===== config.mk =====
export PLATFORM = sky130hd
export DESIGN_NAME = dest_fwd_pipe_flat
export DESIGN_NICKNAME = d
export VERILOG_FILES = /design/src/rtl/dest_fwd_if.sv /design/src/rtl/dest_fwd_pipe.sv /design/src/flat_wrapper.sv
export SDC_FILE = /design/constraint.sdc
export NUM_CORES = 1
export LEC_CHECK = 0
export ABC_AREA = 1
export CORE_UTILIZATION = 40
export CTS_CLUSTER_SIZE = 28
export DETAILED_ROUTE_END_ITERATION = 16
export GPL_TIMING_DRIVEN = 0
export PLACE_DENSITY = 0.78
export SYNTH_ARGS = -nofsm -noshare
export SYNTH_HDL_FRONTEND = slang
export SYNTH_SLANG_ARGS = --single-unit

===== constraint.sdc =====
create_clock -name clk -period 1.2 [get_ports clk]
set_clock_uncertainty 0.05 [all_clocks]
set_input_delay 0.12 -clock clk [delete_from_list [all_inputs] [get_ports clk]]
set_output_delay 0.12 -clock clk [all_outputs]
set_load 0.03 [all_outputs]

===== src/rtl/dest_fwd_if.sv =====
// Bundle for the destination-register pipeline: EX/ID inputs plus the
// pipelined destinations and forwarding/stall decisions returned to the core.
interface dest_fwd_if #(parameter int AW = 5);
    logic          hold;
    logic [AW-1:0] ex_wreg;
    logic          ex_regwrite;
    logic          ex_memread;
    logic [AW-1:0] ex_rs;
    logic [AW-1:0] ex_rt;
    logic [AW-1:0] id_rs;
    logic [AW-1:0] id_rt;
    logic [1:0]    fwd_a;
    logic [1:0]    fwd_b;
    logic          load_use_stall;
    logic [AW-1:0] mem_wreg;
    logic          mem_regwrite;
    logic [AW-1:0] wb_wreg;
    logic          wb_regwrite;

    modport master (
        output hold, ex_wreg, ex_regwrite, ex_memread, ex_rs, ex_rt, id_rs, id_rt,
        input  fwd_a, fwd_b, load_use_stall, mem_wreg, mem_regwrite, wb_wreg, wb_regwrite
    );

    modport slave (
        input  hold, ex_wreg, ex_regwrite, ex_memread, ex_rs, ex_rt, id_rs, id_rt,
        output fwd_a, fwd_b, load_use_stall, mem_wreg, mem_regwrite, wb_wreg, wb_regwrite
    );
endinterface


===== src/rtl/dest_fwd_pipe.sv =====
// Carries the EX write-register through EX/MEM and MEM/WB and derives operand
// forwarding selects and the load-use stall. WB_BYPASS_EN adds a WB/END stage (select 11).
module dest_fwd_pipe (
    input  logic       clk,
    input  logic       reset,
    dest_fwd_if.slave  bus
);
    localparam int AW = $bits(bus.ex_wreg);

    logic [AW-1:0] mem_wreg_r;
    logic          mem_regwrite_r;
    logic          mem_memread_r;
    logic [AW-1:0] wb_wreg_r;
    logic          wb_regwrite_r;
    logic [AW-1:0] end_wreg_s;
    logic          end_regwrite_s;
    logic [1:0]    fwd_a_s;
    logic [1:0]    fwd_b_s;
    logic          load_use_stall_s;

    // Register 0 is hardwired zero, so a write to it is never a real producer.
    function automatic logic hit(input logic we, input logic [AW-1:0] dst,
                                 input logic [AW-1:0] src);
        return we && (dst != {AW{1'b0}}) && (dst == src);
    endfunction

    function automatic logic [1:0] fwd_sel(input logic [AW-1:0] src);
        logic [1:0] sel;
        if (hit(mem_regwrite_r, mem_wreg_r, src)) begin
            sel = 2'b10;
        end else if (hit(wb_regwrite_r, wb_wreg_r, src)) begin
            sel = 2'b01;
        end else if (hit(end_regwrite_s, end_wreg_s, src)) begin
            sel = 2'b11;
        end else begin
            sel = 2'b00;
        end
        return sel;
    endfunction

    // EX/MEM and MEM/WB stage registers, frozen by hold.
    always_ff @(posedge clk or posedge reset) begin
        if (reset) begin
            mem_wreg_r     <= {AW{1'b0}};
            mem_regwrite_r <= 1'b0;
            mem_memread_r  <= 1'b0;
            wb_wreg_r      <= {AW{1'b0}};
            wb_regwrite_r  <= 1'b0;
        end else if (!bus.hold) begin
            mem_wreg_r     <= bus.ex_wreg;
            mem_regwrite_r <= bus.ex_regwrite;
            mem_memread_r  <= bus.ex_memread;
            wb_wreg_r      <= mem_wreg_r;
            wb_regwrite_r  <= mem_regwrite_r;
        end else begin
            mem_wreg_r     <= mem_wreg_r;
            mem_regwrite_r <= mem_regwrite_r;
            mem_memread_r  <= mem_memread_r;
            wb_wreg_r      <= wb_wreg_r;
            wb_regwrite_r  <= wb_regwrite_r;
        end
    end

`ifdef WB_BYPASS_EN
    logic [AW-1:0] end_wreg_r;
    logic          end_regwrite_r;

    // WB/END stage: covers a register file that does not write before read.
    always_ff @(posedge clk or posedge reset) begin
        if (reset) begin
            end_wreg_r     <= {AW{1'b0}};
            end_regwrite_r <= 1'b0;
        end else if (!bus.hold) begin
            end_wreg_r     <= wb_wreg_r;
            end_regwrite_r <= wb_regwrite_r;
        end else begin
            end_wreg_r     <= end_wreg_r;
            end_regwrite_r <= end_regwrite_r;
        end
    end

    assign end_wreg_s     = end_wreg_r;
    assign end_regwrite_s = end_regwrite_r;
`else
    assign end_wreg_s     = {AW{1'b0}};
    assign end_regwrite_s = 1'b0;
`endif

    // Forwarding selects and load-use detection track current inputs with zero latency.
    always_comb begin
        fwd_a_s          = fwd_sel(bus.ex_rs);
        fwd_b_s          = fwd_sel(bus.ex_rt);
        load_use_stall_s = 1'b0;
        if (bus.ex_memread && (hit(bus.ex_regwrite, bus.ex_wreg, bus.id_rs) ||
                               hit(bus.ex_regwrite, bus.ex_wreg, bus.id_rt))) begin
            load_use_stall_s = 1'b1;
        end else begin
            load_use_stall_s = 1'b0;
        end
    end

    assign bus.fwd_a          = fwd_a_s;
    assign bus.fwd_b          = fwd_b_s;
    assign bus.load_use_stall = load_use_stall_s;
    assign bus.mem_wreg       = mem_wreg_r;
    assign bus.mem_regwrite   = mem_regwrite_r;
    assign bus.wb_wreg        = wb_wreg_r;
    assign bus.wb_regwrite    = wb_regwrite_r;
endmodule


===== src/flat_wrapper.sv =====
// flat-port wrapper written by rule: the top's interface ports become plain ports
module dest_fwd_pipe_flat 
  (clk, reset, bus_hold, bus_ex_wreg, bus_ex_regwrite, bus_ex_memread, bus_ex_rs, bus_ex_rt, bus_id_rs, bus_id_rt, bus_fwd_a, bus_fwd_b, bus_load_use_stall, bus_mem_wreg, bus_mem_regwrite, bus_wb_wreg, bus_wb_regwrite);
  dest_fwd_if #(.AW(5)) bus_i ();
  input  logic clk;
  input  logic reset;
  input wire logic [$bits(bus_i.hold)-1:0] bus_hold;
  input wire logic [$bits(bus_i.ex_wreg)-1:0] bus_ex_wreg;
  input wire logic [$bits(bus_i.ex_regwrite)-1:0] bus_ex_regwrite;
  input wire logic [$bits(bus_i.ex_memread)-1:0] bus_ex_memread;
  input wire logic [$bits(bus_i.ex_rs)-1:0] bus_ex_rs;
  input wire logic [$bits(bus_i.ex_rt)-1:0] bus_ex_rt;
  input wire logic [$bits(bus_i.id_rs)-1:0] bus_id_rs;
  input wire logic [$bits(bus_i.id_rt)-1:0] bus_id_rt;
  output wire logic [$bits(bus_i.fwd_a)-1:0] bus_fwd_a;
  output wire logic [$bits(bus_i.fwd_b)-1:0] bus_fwd_b;
  output wire logic [$bits(bus_i.load_use_stall)-1:0] bus_load_use_stall;
  output wire logic [$bits(bus_i.mem_wreg)-1:0] bus_mem_wreg;
  output wire logic [$bits(bus_i.mem_regwrite)-1:0] bus_mem_regwrite;
  output wire logic [$bits(bus_i.wb_wreg)-1:0] bus_wb_wreg;
  output wire logic [$bits(bus_i.wb_regwrite)-1:0] bus_wb_regwrite;
  assign bus_i.hold = bus_hold;
  assign bus_i.ex_wreg = bus_ex_wreg;
  assign bus_i.ex_regwrite = bus_ex_regwrite;
  assign bus_i.ex_memread = bus_ex_memread;
  assign bus_i.ex_rs = bus_ex_rs;
  assign bus_i.ex_rt = bus_ex_rt;
  assign bus_i.id_rs = bus_id_rs;
  assign bus_i.id_rt = bus_id_rt;
  assign bus_fwd_a = bus_i.fwd_a;
  assign bus_fwd_b = bus_i.fwd_b;
  assign bus_load_use_stall = bus_i.load_use_stall;
  assign bus_mem_wreg = bus_i.mem_wreg;
  assign bus_mem_regwrite = bus_i.mem_regwrite;
  assign bus_wb_wreg = bus_i.wb_wreg;
  assign bus_wb_regwrite = bus_i.wb_regwrite;
  dest_fwd_pipe u_core (.clk(clk), .reset(reset), .bus(bus_i));
endmodule

# Word level (Yosys, flattened, before mapping)
# Cells that the tools add are included.
# Widths: inputs -> output; s select.
[op_classes] n_eq_ne=6 mux=5 reduce_logical=14
[op_table] cell="$eq 5x5->1" n=6
[op_table] cell="$reduce_bool 5->1" n=3
[op_table] cell="$logic_and 1x1->1" n=10
[op_table] cell="$mux 2" n=2
[op_table] cell="$mux 1" n=3
[op_table] cell="$logic_or 1x1->1" n=1
[word_totals] register_bits=12 input_bits=30 word_cells=29

# Depth between registers and ports, before layout
# Gate-level depths: netlist of run 1.
[logic_depth] depth_word=6 ltp_mapped=8 mapped_depth_nobuf=8

# Worst setup path after synthesis of run 1
# No wires, ideal clock.
[synth_timing] path_type="flip-flop to output port" from="register u_core.mem_wreg_r[4], in the netlist u_core.bus.mem_wreg[4]" to="output bus_fwd_a[0]" t_arrival_ps=1427 t_required_ps=1030 path_slack_ps=-397 stages_incl_launch_ff=8 path_buffers=0 path_cell_list="dfrtp_1 > inv_2 > nand2_1 > nand2_1 > nor2_1 > nand3_1 > nor2_2 > nor2_1"
[synth_via] elab_chain_len=4 elab_cells_between_ends=5 classes_between="eq/ne: 1; mux: 1; reduce/logical: 3"
[synth_lines] element="start, declared" line="dest_fwd_pipe.sv:10" text="logic [AW-1:0] mem_wreg_r;"
[synth_lines] element="start signal, assigned" line="dest_fwd_pipe.sv:44" text="mem_wreg_r <= {AW{1'b0}};"
[synth_lines] element="start signal, assigned" line="dest_fwd_pipe.sv:50" text="mem_wreg_r <= bus.ex_wreg;"
[synth_lines] element="start signal, assigned" line="dest_fwd_pipe.sv:56" text="mem_wreg_r <= mem_wreg_r;"
[synth_lines] element="$reduce_bool 5->1" line="dest_fwd_pipe.sv:24" text="return we && (dst != {AW{1'b0}}) && (dst == src);"
[synth_lines] element="$logic_and 1x1->1" line="dest_fwd_pipe.sv:24"
[synth_lines] element="$logic_and 1x1->1 *" line="dest_fwd_pipe.sv:24"
[synth_lines] element="$mux 2 *" line="dest_fwd_pipe.sv:29" text="if (hit(mem_regwrite_r, mem_wreg_r, src)) begin"
[synth_lines] element="end, declared" line="flat_wrapper.sv:15" text="output wire logic [$bits(bus_i.fwd_a)-1:0] bus_fwd_a;"
# Mark *: on every way between the ends. The rest lies on a longest branch, timed or not.

# Worst setup path in the final report of run 1
[layout_timing] from="register u_core.mem_wreg_r[0], in the netlist u_core.bus.mem_wreg[0]" to="output bus_fwd_b[0]"
[layout_via] elab_chain_len=4 elab_cells_between_ends=5 classes_between="eq/ne: 1; mux: 1; reduce/logical: 3"
[layout_lines] element="$reduce_bool 5->1" line="dest_fwd_pipe.sv:24"
[layout_lines] element="$logic_and 1x1->1" line="dest_fwd_pipe.sv:24"
[layout_lines] element="$logic_and 1x1->1 *" line="dest_fwd_pipe.sv:24"
[layout_lines] element="$mux 2 *" line="dest_fwd_pipe.sv:29"
[layout_lines] element="end, declared" line="flat_wrapper.sv:16" text="output wire logic [$bits(bus_i.fwd_b)-1:0] bus_fwd_b;"
# Marked as above.

==> reports/metrics.cfg, run 1 <==
[logic_synthesis]
synth.avg_cell_area_um2=5.76
yosysTopAreaCellShare_pct=29.6
synth_cell_types=16
ys_ff_latch=12
syn_inst=176
yosys-top-cells-area=dfrtp_1 30%, nand2_1 27%, inv_1 8.9%, nor2_1 5.6%, xnor2_1 5.2%
synth.yosys.warnings=0
synth_top_area_cell=dfrtp_1
ys_seq_area_share_pct=29.6
syn_area_um2=1010
syn_nets=206

[sta]
tns_ns=-1.57
rsz0062_at_grt=true
finalHoldViolCount=0
maxSlewViolCount=0
setup_viol=5
period_needed_ns=1.59
fin_crit_sh_pct=133
fin_hold_ws_ns=0.0780
worstMarginPinSlew_ns=0.435
relSlewSlack_pct=71.0
fmax_mhz=628
setup_slack_ns=-0.393

[drt]
drc=0
wire_per_inst_um=12.0
ant_nets=0
avgViaCountPerCell=4.79
num_vias=1222
drt_first_iter_violations=17
drt-total-wl_um=3070
dr.pass1.iters=4

[critical_path]
slowest_delay_ns=0.45
path_class=reg -> out
critPathMostFrequentCell=nor2_4
crit_path_start=u_core.bus.mem_wreg[0]
worstPathArrival_ns=1.42
r2r_slack_ns=0.31
worstPathRequired_ns=1.03
path_max_fanout=5
reg2reg_depth=3
r2r-end=u_core.bus.mem_wreg[1]
worstPathCellList=nand2_1 -> nand2_2 -> nor2_4 -> nand3_2 -> nor2_4 -> nor2_4 -> buf_6
cp-endpoint=bus_fwd_b[0]
endpoint_kind=output port
rr_startpoint=u_core.bus.mem_wreg[1]
cp-start-kind=register
slowest_stage=dfrtp_2

[floorplanning]
core_area_um2=2300
ioPinCount=47
die_x_um=52.3
start_util_pct=44.1
rows=17
die_area_um2=2740
fp.dieH_um=52.3

[final_layout]
finish.instance_area_um2=1620
antennaDiodeCount=0
area_growth_pct=59.4
nNetsFinal=259
layout-drive-gt1-share_pct=30.4
final_util_pct=70.3

[pwr]
peakVddDrop_mv=0.414
power_mw=1.36
p_per_area_nw_per_um2=840
power.leakage_nw=0.845

[global_route]
top_usage_layer=met2
grt_antenna_before_repair=0
met1_usage_pct=24.6
grt_overflow=0
grt_pass1_vias=1162
grt_util_met2_pct=46.0
gr-usage-all-layers_pct=23.0
grt_pass1_wl_um=4660
met3_usage_pct=2.61
grt_max_degree=13

[flow_run]
cap_viol_max_count=0

[hold_path]
hold_start=bus_ex_wreg[1]
worstHoldPathType=in -> reg

[clock_tree]
numCtsBuffers=3
htreeDepth=1
cts_tree=yes
clockBufferDepth=2
clock_latency_ns=0.25
path_clk_slew_ns=0.07
clk_root_buffer_cell=clkbuf_4
ctsHoldBuffers=0
cts.sinks=12

[outcome]
status=finished with violations
violations=setup timing

[placement]
gp_congestion=0.810
detailedPlacementHpwl_um=2330
place_area_um2=1540
portBuffers=46

==> per-layer routing <==
metal  wire (um)  up-vias
li1            -      628
met1        1270      553
met2        1650       39
met3         124        2
met4          20        0
met5           0        -
==> flip-flops by register name, summed over array words and instances, names as in the netlist <==
signal and flops:
u_core.bus.mem_regwrite 1, u_core.bus.wb_regwrite 1, u_core.bus.mem_wreg 5, u_core.bus.wb_wreg 5
==> final cells by class <==
type	count	area, um2
inverter	35	136
fill	219	682
clock buffer	3	22.5
tap	28	35.0
multi-input combinational	127	662
timing repair buffer	48	437
sequential	12	313
buffer	2	10.0
==> cell usage after synthesis <==
master,count
inv_1,24
xnor2_1,6
buf_2,2
clkinv_1,1
o21ai_1,9
o21ai_0,3
inv_2,10
a21oi_1,3
nor3_1,1
xor2_1,4
nand2_1,72
nor2_2,3
o21ai_2,1
dfrtp_1,12
nand3_1,10
nor2_1,15
==> cell usage in the layout, fill, tap and decap left out, drive strengths merged <==
cell,instances
clkdlybuf4s50,14
nand3,10
inv,34
nand2,72
buf,17
dfrtp,12
clkbuf,5
xor2,4
dlygate4sd2,8
a21oi,3
clkdlybuf4s15,9
o21ai,13
xnor2,6
nor3,1
clkinv,1
nor2,18
==> stage by stage <==
stage               setup WS, ns  instances
floorplan                 -0.160        176
global placement          -0.838        250
detailed placement        -0.862        250
CTS                       -0.404        253
global route              -0.457        255
finish                    -0.393        255
==> worst max-delay path: cells and delay by family (launching register included) <==
kind / cells / cell delay, ns
flip-flops: 1 / 0.45
AND/OR/NAND/NOR: 6 / 0.59
buffers and inverters: 1 / 0.13
==> worst min path at each step <==
| stage | endpoint | cells after the start |
|---|---|---|
| final | u_core.bus.mem_wreg[1] | 3 |
| after global routing | u_core.bus.mem_wreg[4] | 3 |
| after CTS | u_core.bus.wb_regwrite | 2 |
| after detailed placement | u_core.bus.wb_wreg[1] | 2 |
| after global placement | u_core.bus.wb_regwrite | 2 |
| after floorplan | u_core.bus.mem_regwrite | 1 |
==> power breakdown <==
| group | internal (mW) | switching (mW) |
|---|---|---|
| registers | 0.452 | 0.0665 |
| clock network | 0.115 | 0.111 |
| logic | 0.255 | 0.358 |
==> logic make-up after synthesis <==
family / count (synthesis) / synth area share, %
buffers and inverters: 37 / 14.0
and+or+nand+nor: 101 / 39.5
AOI/OAI and AO/OA: 16 / 8.27
xor gates and xnor gates: 10 / 8.64
DFF: 12 / 29.6
==> what timing repair did <==
item / 4_1_cts / 5_1_grt
setup endpoints to repair: 17 / 11
pin swaps: 10 / 9
resized for setup: 95 / 39
setup buffers: 0 / 2
(Power assumes the default switching activity.)
==> inputs of run 2 (changes only) <==
--- a/config.mk
+++ b/config.mk
@@ -5,12 +5,11 @@
 export SDC_FILE = /design/constraint.sdc
 export NUM_CORES = 1
 export LEC_CHECK = 0
-export ABC_AREA = 1
-export CORE_UTILIZATION = 40
+export CORE_UTILIZATION = 38
 export CTS_CLUSTER_SIZE = 28
 export DETAILED_ROUTE_END_ITERATION = 16
 export GPL_TIMING_DRIVEN = 0
-export PLACE_DENSITY = 0.78
+export PLACE_DENSITY = 0.8
 export SYNTH_ARGS = -nofsm -noshare
 export SYNTH_HDL_FRONTEND = slang
 export SYNTH_SLANG_ARGS = --single-unit
==> reports/metrics.cfg, run 2 <==
[logic_synthesis]
synth_most_common_cell=xor2_1
yosysTopAreaCellShare_pct=36.0
ys.flop_type=dfrtp_1
syn_area_um2=833
syn_nets=105
synth_top_area_cell=dfrtp_1
synth_commonest_cells=20 x xor2_1, 12 x dfrtp_1, 12 x mux2_2, 10 x xnor2_1, 5 x or4_1
synth_cell_types=14
yosys.area_share.adder_pct=0
synth.avg_cell_area_um2=11.1
yosys.area_share.simple_pct=12.6
ys_seq_area_share_pct=36.0
synth.yosys.warnings=0
synth_compound_area_share_pct=2.70
synthMuxAreaShare_pct=16.2
synth_edf_count=0
async_flop_share_pct=100
synthXorXnorAreaFrac_pct=31.5
syn_inst=75
yosys-top-cells-area=dfrtp_1 36%, xor2_1 21%, mux2_2 16%, xnor2_1 11%, or4_1 4.5%
ys_ff_latch=12
synth_top_family_by_area=XOR/XNOR gates

[clock_tree]
numCtsBuffers=3
clockBufferDepth=2
path_clk_slew_ns=0.07
cts.sinks=12
clock_latency_ns=0.27
cts_tree=yes
clk_root_buffer_cell=clkbuf_4
htreeDepth=1

[critical_path]
rr_startpoint=u_core.bus.mem_wreg[0]
slowest_delay_ns=0.55
reg2reg_depth=3
slowest_stage=or4_4
r2r_slack_ns=0.11
cp-start-kind=register
path_max_fanout=4
endpoint_kind=output port
r2r-end=u_core.bus.mem_wreg[0]
worstPathArrival_ns=1.89
worstPathCellList=xor2_1 -> or4_4 -> nor4_4 -> buf_6
worstPathRequired_ns=1.03
path_class=reg -> out

[placement]
dp_worst_setup_slack_ns=-1.23
detailedPlacementHpwl_um=1770
gp_congestion=0.812
place_area_um2=1410
portBuffers=46

[final_layout]
antennaDiodeCount=0
layout-drive-gt1-share_pct=57.2
area_growth_pct=92.3
final_cell_mix=20 x xor2_1, 17 x clkdlybuf4s50_1, 16 x buf_6
final_util_pct=80.1
final_common_cell=xor2_1
nFillCells=133
finish.instance_area_um2=1600
nNetsFinal=169

[sta]
rsz0062_at_grt=true
setup_viol=7
period_needed_ns=2.06
setup_slack_ns=-0.857
maxSlewViolCount=0
relSlewSlack_pct=70.0
finalHoldViolCount=0
worstMarginPinSlew_ns=0.449
fmax_mhz=486
fin_crit_sh_pct=171
tns_ns=-3.23

[drt]
num_vias=829
avgViaCountPerCell=5.02
ant_nets=0
drc=0
dr.pass1.iters=3
drt_first_iter_violations=3
drt-total-wl_um=2470
wire_per_inst_um=14.9

[floorplanning]
die_x_um=48.8
ioPinCount=47
start_util_pct=41.6
core_area_um2=2000
die_area_um2=2380
rows=16
fp.dieH_um=48.8

[global_route]
grt_max_degree=13
grt_pass1_wl_um=4050
grt_antenna_before_repair=0
grt_overflow=0
grt_pass1_vias=924
gr-usage-all-layers_pct=22.2

[outcome]
violations=setup timing
status=finished with violations

[pwr]
peakVddDrop_mv=0.701
power.leakage_nw=0.666
p_per_area_nw_per_um2=975

[hold_path]
holdPathEnd=u_core.bus.mem_wreg[4]
hold_start=bus_ex_wreg[4]
whs_path_depth=2
worstHoldPathType=in -> reg

[flow_run]
cap_viol_max_count=0

-- run 2: changes by cell type after synthesis, moves of 6 or more --
cell	delta
inv_1	-23
mux2_2	+12
nor2_1	-15
inv_2	-10
nand2_1	-72
xor2_1	+16
o21ai_1	-7
nand3_1	-6
-- run 2: report_power, final --
group          internal [mW]  leakage, nW  total, mW  switching [mW]
combinational          0.400        0.521      0.770           0.371
sequential             0.464        0.129      0.537          0.0734
clock                  0.129       0.0150      0.255           0.126
total                  0.993        0.666       1.56           0.570
-- run 2: layout make-up --
type                       instances  area (um2)  share of cell area (%)
clock buffer                       4        26.3                    1.64
timing repair buffer              59         554                    34.6
multi-input combinational         61         666                    41.5
sequential                        12         314                    19.6
inverter                           1        3.75                   0.234
tap                               27        33.8                    2.11
buffer                             1        5.00                   0.312
-- run 2: cells by family (layout without fill, tap and decap cells) --
| kind of cell | count (synthesis) | in the layout |
|---|---|---|
| AO/OA/AOI/OAI | 4 | 4 |
| AND/OR/NAND/NOR | 15 | 15 |
| multiplexers | 12 | 12 |
| flip-flops | 12 | 12 |
| XOR/XNOR | 30 | 30 |
| buffers and inverters | 2 | 65 |
-- run 2: metrics by stage --
| stage | instances | hold slack (ns) | total power, mW |
|---|---|---|---|
| CTS | 162 | 0.0368 | 1.48 |
| floorplan | 75 | -0.0659 | 0.898 |
| finish | 165 | 0.0392 | 1.56 |
| global route | 165 | 0.0361 | 1.64 |
| detailed placement | 148 | 0.398 | 1.18 |
| global placement | 148 | 0.388 | 1.17 |
-- run 2: timing repair --
item / CTS / global route
resized for setup: 124 / 40
hold buffers: 0 / 0
endpoints found under the setup margin: 27 / 16
pin swaps: 13 / 9
hold endpoints to repair: 0 / 0
buffers inserted: 10 / 6
gates cloned: 0 / 0
-- run 2: worst max-delay path by stage --
stage / depth (start not counted) / slack [ns] / to / start
detailed placement: 5 / -1.23 / bus_fwd_b[0] / bus_ex_rt[0]
floorplan: 4 / -0.71 / bus_fwd_a[0] / u_core.bus.mem_wreg[2]
global placement: 5 / -1.22 / bus_fwd_b[0] / bus_ex_rt[0]
global route: 4 / -0.92 / bus_fwd_a[0] / u_core.bus.wb_wreg[4]
CTS: 5 / -0.87 / bus_fwd_a[0] / u_core.bus.wb_wreg[1]
finish: 4 / -0.86 / bus_fwd_a[0] / u_core.bus.wb_wreg[4]
-- run 2: layer usage --
| layer | wire length (um) | track usage (%) | share of wire, % | up-vias |
|---|---|---|---|---|
| met1 | 930 | 23.4 | 38 | 385 |
| met3 | 159 | 3.12 | 6.4 | 6 |
| met4 | 72 | 11.8 | 2.9 | 0 |
| met5 | 0 | 0 | 0 | - |
| li1 | - | - | - | 389 |
| met2 | 1300 | 41.9 | 53 | 49 |
-- run 2: critical path: cells and delay by family (launching register included) --
kind / cells / cell delay, ns
buffers and inverters: 1 / 0.17
flip-flops: 1 / 0.44
AND/OR/NAND/NOR: 2 / 0.84
XOR/XNOR: 1 / 0.17
==> inputs of run 3 (changes only) <==
--- a/config.mk
+++ b/config.mk
@@ -10,6 +10,7 @@
 export DETAILED_ROUTE_END_ITERATION = 16
 export GPL_TIMING_DRIVEN = 0
 export PLACE_DENSITY = 0.8
+export RECOVER_POWER = 25
 export SYNTH_ARGS = -nofsm -noshare
 export SYNTH_HDL_FRONTEND = slang
 export SYNTH_SLANG_ARGS = --single-unit
==> reports/metrics.cfg, run 3 (synthesis results as in run 2) <==
[clock_tree]
htreeDepth=1
path_clk_slew_ns=0.07
clockBufferDepth=2
clk_root_buffer_cell=clkbuf_4
cts_tree=yes
numCtsBuffers=3
clock_latency_ns=0.27
cts.sinks=12

[placement]
gp_congestion=0.812
detailedPlacementHpwl_um=1770
dp_worst_setup_slack_ns=-1.23
dp.cells=148
portBuffers=46

[final_layout]
final_util_pct=80.1
nFillCells=133
nNetsFinal=169
final_cell_mix=20 x xor2_1, 16 x clkdlybuf4s50_1, 16 x buf_6
area_growth_pct=92.3
layout-drive-gt1-share_pct=57.2
antennaDiodeCount=0
finalNonFillerCells=165
final_common_cell=xor2_1

[sta]
worstMarginPinSlew_ns=0.448
relSlewSlack_pct=70.1
finalHoldViolCount=0
fin_hold_ws_ns=0.0392
setup_slack_ns=-0.857
setup_viol=7
rsz0062_at_grt=true
period_needed_ns=2.06
fmax_mhz=486
maxSlewViolCount=0
fin_crit_sh_pct=171

[critical_path]
path_class=reg -> out
path_max_fanout=4
endpoint_kind=output port
worstPathArrival_ns=1.89
cp-start-kind=register
worstPathRequired_ns=1.03

[global_route]
grt_overflow=0
gr-usage-all-layers_pct=22.2
grt_max_degree=13
grt_pass1_wl_um=4050
grt_pass1_vias=924
grt_antenna_before_repair=0

[floorplanning]
die_area_um2=2380
core_area_um2=2000
fp.dieH_um=48.8
start_util_pct=41.6
ioPinCount=47
die_x_um=48.8
rows=16

[outcome]
violations=setup timing
status=finished with violations

[pwr]
p_per_area_nw_per_um2=975
power.leakage_nw=0.666
peakVddDrop_mv=0.700
power_mw=1.56

[drt]
drt-total-wl_um=2470
num_vias=829
ant_nets=0
drc=0
dr.pass1.iters=3
drt_first_iter_violations=3
avgViaCountPerCell=5.02
wire_per_inst_um=14.9

[hold_path]
worstHoldPathType=in -> reg

[flow_run]
cap_viol_max_count=0

[run 3: cell count changes in the layout (fill, tap and decap cells not counted), sizes merged]
cell           previous run  this run
clkdlybuf4s50            17        16
dlygate4sd3               0         1
[run 3: cell type report]
cell class | instances | area [um2] | share of cell area [%]
Tap cell | 27 | 33.8 | 2.11
Clock buffer | 4 | 26.3 | 1.64
Timing Repair Buffer | 59 | 554 | 34.6
Sequential cell | 12 | 314 | 19.6
Inverter | 1 | 3.75 | 0.234
Multi-Input combinational cell | 61 | 666 | 41.5
Buffer | 1 | 5.00 | 0.312
[run 3: metrics by stage]
step | area (um2) | TNS, ns
2_1_floorplan | 915 | -2.13
3_3_place_gp | 1410 | -10.62
3_5_place_dp | 1410 | -10.72
4_1_cts | 1500 | -3.30
5_1_grt | 1600 | -3.56
6_report | 1600 | -3.23
[run 3: where the power goes]
part	internal, mW	switching [mW]
Combinational	0.399	0.371
Sequential	0.464	0.0734
Clock	0.129	0.126
Total	0.992	0.570
[run 3: what timing repair did]
action                                  4_1_cts  5_1_grt
endpoints found under the setup margin       27       16
gates cloned                                  0        0
pin swaps                                    13        9
resized for setup                           124       40
buffers inserted                             10        6
hold buffers                                  0        0
[run 3: layer usage]
metal  track usage, %  part of all wire [%]  wire length, um  vias up
met3             3.12                   6.5              159        6
li1                 -                     -                -      389
met5                0                     0                0        -
met1             23.4                    38              930      385
met2             41.9                    53             1300       49
met4             11.8                   2.9               72        0
[run 3: critical path: stages (launching register included)]
cell,delay [ns]
dfrtp_2,0.44
xor2_1,0.17
or4_4,0.55
nor4_4,0.29
buf_6,0.17
[run 3: final timing paths]
path	depth (start not counted)	end	slack (ns)	start
setup / recovery	4	bus_fwd_a[0]	-0.86	u_core.bus.wb_wreg[4]
hold / removal	2	u_core.bus.mem_wreg[4]	0.04	bus_ex_wreg[4]
setup reg to reg	3	u_core.bus.mem_wreg[0]	0.11	u_core.bus.mem_wreg[0]
hold reg to reg	1	u_core.bus.wb_regwrite	0.50	u_core.bus.wb_regwrite
max in group asynchronous	2	u_core.bus.wb_wreg[1]	0.53	reset
min in group asynchronous	2	u_core.bus.wb_regwrite	0.24	reset
